### config.mk
export PLATFORM = sky130hd
export DESIGN_NAME = vga_timing_flat
export DESIGN_NICKNAME = d
export VERILOG_FILES = /design/src/rtl/vga_timing_if.sv /design/src/rtl/vga_timing.sv /design/src/flat_wrapper.sv
export SDC_FILE = /design/constraint.sdc
export NUM_CORES = 1
export LEC_CHECK = 0
export ABC_AREA = 1
export CAP_MARGIN = 5
export CORE_MARGIN = 8
export CORE_UTILIZATION = 56
export CTS_CLUSTER_SIZE = 20
export DETAILED_ROUTE_END_ITERATION = 16
export PLACE_DENSITY = 0.85
export SYNTH_ARGS = -nofsm -noshare
export SYNTH_HDL_FRONTEND = slang
export SYNTH_SLANG_ARGS = --single-unit
### constraint.sdc
create_clock -name clk -period 3 [get_ports clk]
set_input_delay 0.3 -clock clk [delete_from_list [all_inputs] [get_ports clk]]
set_output_delay 0.3 -clock clk [all_outputs]
set_load 0.02 [all_outputs]
### src/rtl/vga_timing_if.sv
// Timing outputs of vga_timing, bundled so producers and consumers share one port.
interface vga_timing_if;
   logic [10:0] hpos;
   logic [10:0] vpos;
   logic        hsync;
   logic        vsync;
   logic        display_on;
   logic        pix_tick;
   logic        frame_start;

   modport master (
      output hpos, vpos, hsync, vsync, display_on, pix_tick, frame_start
   );

   modport slave (
      input hpos, vpos, hsync, vsync, display_on, pix_tick, frame_start
   );
endinterface

### src/rtl/vga_timing.sv
// VGA sync/position generator; all outputs registered and aligned with hpos/vpos.
// Define VGA_PIXEL_DIV_EN to advance the counters on every second clk (clk/2 pixel rate).
module vga_timing #(
   parameter int unsigned H_TOTAL = 800,
   parameter int unsigned H_PULSE = 96,
   parameter int unsigned H_FRONT = 16,
   parameter int unsigned H_DISP  = 640,
   parameter int unsigned V_TOTAL = 521,
   parameter int unsigned V_PULSE = 2,
   parameter int unsigned V_FRONT = 10,
   parameter int unsigned V_DISP  = 480
) (
   input  logic         clk,
   input  logic         rst,
   vga_timing_if.master vga
);

   localparam logic [10:0] HLast      = 11'(H_TOTAL - 1);
   localparam logic [10:0] VLast      = 11'(V_TOTAL - 1);
   localparam logic [10:0] HSyncEnd   = 11'(H_PULSE);
   localparam logic [10:0] VSyncEnd   = 11'(V_PULSE);
   localparam logic [10:0] HDispStart = 11'(H_PULSE + H_FRONT);
   localparam logic [10:0] HDispEnd   = 11'(H_PULSE + H_FRONT + H_DISP);
   localparam logic [10:0] VDispStart = 11'(V_PULSE + V_FRONT);
   localparam logic [10:0] VDispEnd   = 11'(V_PULSE + V_FRONT + V_DISP);

   logic [10:0] hpos_q, hpos_d;
   logic [10:0] vpos_q, vpos_d;
   logic        hsync_q, hsync_d;
   logic        vsync_q, vsync_d;
   logic        display_on_q, display_on_d;
   logic        frame_start_q, frame_start_d;
   logic        pix_tick_q, pix_tick_d;
`ifdef VGA_PIXEL_DIV_EN
   logic        tog_q, tog_d;
`endif

   always_comb begin
      hpos_d        = hpos_q;
      vpos_d        = vpos_q;
      frame_start_d = 1'b0;
      if (pix_tick_q) begin
         if (hpos_q == HLast) begin
            hpos_d = '0;
            if (vpos_q == VLast) begin
               vpos_d        = '0;
               frame_start_d = 1'b1;
            end else begin
               vpos_d = vpos_q + 11'd1;
            end
         end else begin
            hpos_d = hpos_q + 11'd1;
         end
      end

      // Decode from next-state counters so syncs land on the same edge as the position.
      hsync_d      = (hpos_d >= HSyncEnd);
      vsync_d      = (vpos_d >= VSyncEnd);
      display_on_d = (hpos_d >= HDispStart) && (hpos_d < HDispEnd) &&
                     (vpos_d >= VDispStart) && (vpos_d < VDispEnd);

`ifdef VGA_PIXEL_DIV_EN
      // Tick lands on the second edge after reset release, then every other edge.
      tog_d      = ~tog_q;
      pix_tick_d = tog_q;
`else
      pix_tick_d = 1'b1;
`endif
   end

   always_ff @(posedge clk or posedge rst) begin
      if (rst) begin
         hpos_q        <= '0;
         vpos_q        <= '0;
         hsync_q       <= 1'b0;
         vsync_q       <= 1'b0;
         display_on_q  <= 1'b0;
         frame_start_q <= 1'b0;
         pix_tick_q    <= 1'b0;
`ifdef VGA_PIXEL_DIV_EN
         tog_q         <= 1'b0;
`endif
      end else begin
         hpos_q        <= hpos_d;
         vpos_q        <= vpos_d;
         hsync_q       <= hsync_d;
         vsync_q       <= vsync_d;
         display_on_q  <= display_on_d;
         frame_start_q <= frame_start_d;
         pix_tick_q    <= pix_tick_d;
`ifdef VGA_PIXEL_DIV_EN
         tog_q         <= tog_d;
`endif
      end
   end

   assign vga.hpos        = hpos_q;
   assign vga.vpos        = vpos_q;
   assign vga.hsync       = hsync_q;
   assign vga.vsync       = vsync_q;
   assign vga.display_on  = display_on_q;
   assign vga.pix_tick    = pix_tick_q;
   assign vga.frame_start = frame_start_q;

endmodule

### src/flat_wrapper.sv
// flat-port wrapper written by rule: the top's interface ports become plain ports
module vga_timing_flat 
#(
   parameter int unsigned H_TOTAL = 800,
   parameter int unsigned H_PULSE = 96,
   parameter int unsigned H_FRONT = 16,
   parameter int unsigned H_DISP  = 640,
   parameter int unsigned V_TOTAL = 521,
   parameter int unsigned V_PULSE = 2,
   parameter int unsigned V_FRONT = 10,
   parameter int unsigned V_DISP  = 480
)
  (clk, rst, vga_hpos, vga_vpos, vga_hsync, vga_vsync, vga_display_on, vga_pix_tick, vga_frame_start);
  vga_timing_if vga_i ();
  input  logic clk;
  input  logic rst;
  output wire logic [$bits(vga_i.hpos)-1:0] vga_hpos;
  output wire logic [$bits(vga_i.vpos)-1:0] vga_vpos;
  output wire logic [$bits(vga_i.hsync)-1:0] vga_hsync;
  output wire logic [$bits(vga_i.vsync)-1:0] vga_vsync;
  output wire logic [$bits(vga_i.display_on)-1:0] vga_display_on;
  output wire logic [$bits(vga_i.pix_tick)-1:0] vga_pix_tick;
  output wire logic [$bits(vga_i.frame_start)-1:0] vga_frame_start;
  assign vga_hpos = vga_i.hpos;
  assign vga_vpos = vga_i.vpos;
  assign vga_hsync = vga_i.hsync;
  assign vga_vsync = vga_i.vsync;
  assign vga_display_on = vga_i.display_on;
  assign vga_pix_tick = vga_i.pix_tick;
  assign vga_frame_start = vga_i.frame_start;
  vga_timing #(.H_TOTAL(H_TOTAL), .H_PULSE(H_PULSE), .H_FRONT(H_FRONT), .H_DISP(H_DISP), .V_TOTAL(V_TOTAL), .V_PULSE(V_PULSE), .V_FRONT(V_FRONT), .V_DISP(V_DISP)) u_core (.clk(clk), .rst(rst), .vga(vga_i));
endmodule
==> flow_summary.toml <==
[clocking]
htree_levels = 1
cts_tree = "done"
post_cts_buffers = 0
cts_hold_buf = 0
ctsLongestPathBuffers = 2
postCtsResizedCells = 0
clock_latency_ns = 0.33
clk_pin_slew_ns = 0.16
cts_buffers = 3
numClockSinks = 27
cts_root_buffer = "clkbuf_4"

[setup_path]
worstReg2RegStart = "u_core.vga.hpos[0]$_DFF_PP0_"
cp-end-kind = "flip-flop"
crit_fanout = 13
worst-path-stages = 14
crit_slowest_cell = "dfrtp_1"
r2r_cells = 14
rrSetupSlack_ns = 0.97
slowest_delay_ns = 0.42
criticalPathCategory = "reg -> reg"
path_buf_inv = 3
path_delay_family = "simple AND/OR/NAND/NOR gates"
worstSetupEndpoint = "u_core.vga.display_on$_DFF_PP0_"
cp.arrival_ns = 2.25
worstPathCellList = "ha_1 > nand2_2 > inv_2 > nand2_4 > nor2_4 > inv_1 > nand2_1 > nand2_1 > o21ai_0 > inv_1 > nor2_1 > nand2_1 > nand3_1 > nor2_1"
cpMostUsedCell = "nand2_1"
startpoint_type = "flip-flop"
required_ns = 3.22
timing.rr.end = "u_core.vga.display_on$_DFF_PP0_"
crit_start = "u_core.vga.hpos[0]$_DFF_PP0_"

[drt]
ant_nets = 0
drt-initial-drc-count = 129
wl_mm = 3.77
wl_per_cell_um = 12.8
num_vias = 1533
drc = 0
firstDrtPassIters = 4
drt-vias-per-instance = 5.21

[yosys]
syn_area_per_cell_sq_um = 6.96
syn_inst = 232
async_reset_ff_share_pct = 100
synthAdderAreaFrac_pct = 2.33
synth_area_leaders = "dfrtp_1 (42%), nand2_1 (13%), inv_1 (10%)"
yosysWarnings = 0
synth_area_sq_mm = 0.00161
synth_top_family_by_area = "simple AND/OR/NAND/NOR gates"
synthSimpleGateAreaFrac_pct = 37.8
ys_seq_elements = 27
synth-xor-area-share_pct = 2.17
synthMuxAreaShare_pct = 0
synth_nets = 237
ys.flop_type = "dfrtp_1"
yosysTopAreaCell = "dfrtp_1"
synth_compound_area_share_pct = 3.57
synth_edf_count = 0
netlist-cell-type-count = 24
yosysTopAreaCellShare_pct = 41.9
ys_seq_area_share_pct = 41.9

[placed_design]
hpwl_mm = 2.97
io_buffers = 28
gp_congestion = 0.909
pre_cts_ws_ns = 1.03

[timing]
rsz0062_at_grt = "false"
clock_skew_ns = 0.0207
finalMaxSlewViolations = 0
worst_pin_slew_ns = 0.981
slew_headroom_pct = 34.6
fin_crit_ns = 2.03
final_hold_viol_count = 0
setup_slack_ns = 0.971
finalCritPeriodShare_pct = 67.6
setup_tns_ns = 0
fmax_mhz = 493
setup_viol = 0

[cells_and_area]
drive_gt1_share_pct = 7.22
diodes = 0
nets = 269
syn2layout_area_growth_pct = 20.8
final_core_util_pct = 70.7

[floorplan]
die_area_sq_mm = 0.00486
start_util_pct = 58.5
fp.dieW_um = 69.7
ios = 29
core-area_sq_mm = 0.00276
dieHeight_um = 69.7
rows = 19

[global_route]
grt_util_all_layers_pct = 15.8
grt-ovfl-total = 0
grt_pass1_vias = 1446
antenna_found_initial = 0
grt_pass1_wl_mm = 6.56
grt_max_degree = 28

[power]
leakagePower_nw = 1.06
max-vdd-ir-drop_uv = 465
p_per_area_mw_per_mm2 = 451

[run]
max-cap-violations = 0

[run_status]
status = "completed"

[hold_path]
hold_path.class = "in -> async"
[worst register-to-register path, stage by stage (launching register included)]
cell     delay, ns
dfrtp_1       0.42
ha_1          0.19
nand2_2       0.08
inv_2         0.09
nand2_4       0.06
nor2_4        0.28
inv_1         0.16
nand2_1       0.08
nand2_1       0.04
o21ai_0       0.07
inv_1         0.10
nor2_1        0.14
nand2_1       0.07
nand3_1       0.08
nor2_1        0.05
[per-layer routing]
layer  share of wire [%]  global-route usage, %  wire [um]  up-vias
met5                   0                      0          0        -
met4                 1.7                   6.92         65        0
met3                 6.4                   2.72        240        7
met2                  45                   25.3       1700       67
met1                  47                   20.2       1760      689
li1                    -                      -          -      770
[area by class of cell]
type | count | area (sq um)
Multi-Input combinational cell | 155 | 743
Timing Repair Buffer | 28 | 280
Sequential cell | 27 | 676
Inverter | 49 | 184
Tap cell | 31 | 38.8
Clock inverter | 1 | 5.00
Clock buffer | 3 | 22.5
Fill cell | 222 | 808
[stage by stage]
stage	hold slack, ns	cells	total power, W	cell area, sq um
2_1_floorplan	0.353	232	0.000618	1610
3_3_place_gp	0.516	290	0.000724	1920
3_5_place_dp	0.524	290	0.000729	1920
4_1_cts	0.539	294	0.000882	1950
5_1_grt	0.591	294	0.000930	1950
6_report	0.482	294	0.000879	1950
[cells in the mapped netlist (3+ instances only)]
| master | count |
|---|---|
| nor3_1 | 3 |
| nand3_1 | 27 |
| o21ai_0 | 7 |
| inv_2 | 4 |
| nand2_1 | 58 |
| nand4_1 | 3 |
| nor2_1 | 33 |
| ha_1 | 3 |
| xor2_1 | 3 |
| nand2_2 | 4 |
| dfrtp_1 | 27 |
| inv_1 | 45 |
[logic make-up after synthesis]
kind of cell	count (synthesis)
flops	27
fa+ha+maj	3
xor+xnor	4
other cells	1
compound gates	11
buf+inv	50
simple gates	136
[placed cells by master, fill, tap and decap left out, drive strengths merged]
cell type and n:
ha 3, nor2 36, nand4 3, nand2 63, clkinv 1, conb 1
o21a 1, nor3 3, xor2 3, xnor2 1, a21oi 2, or2 1
dfrtp 27, clkdlybuf4s50 28, clkbuf 3, nand3b 1, o21ai 8, nand3 29
inv 49
[where the power goes]
part	leakage (nW)	switching (W)	internal [W]
Sequential	0.364	0.0000520	0.000400
Combinational	0.683	0.000156	0.000113
Clock	0.0177	0.000108	0.0000500
[state kept, by name (all words and copies together), names as in the netlist]
signal                  count
u_core.vga.vpos            11
u_core.vga.pix_tick         1
u_core.vga.hpos            11
u_core.vga.display_on       1
u_core.vga.vsync            1
u_core.vga.frame_start      1
u_core.vga.hsync            1
[worst min path at each step]
stage                                            start                               to  cells past startpoint
final                                              rst    u_core.vga.hpos[10]$_DFF_PP0_                      2
after global routing                               rst    u_core.vga.hpos[10]$_DFF_PP0_                      2
after CTS                                          rst    u_core.vga.hpos[10]$_DFF_PP0_                      2
after detailed placement  u_core.vga.hpos[1]$_DFF_PP0_     u_core.vga.hpos[1]$_DFF_PP0_                      2
after global placement    u_core.vga.hpos[1]$_DFF_PP0_     u_core.vga.hpos[1]$_DFF_PP0_                      2
after floorplan                                    rst  u_core.vga.display_on$_DFF_PP0_                      1
Power figures use the tool's default switching activity.
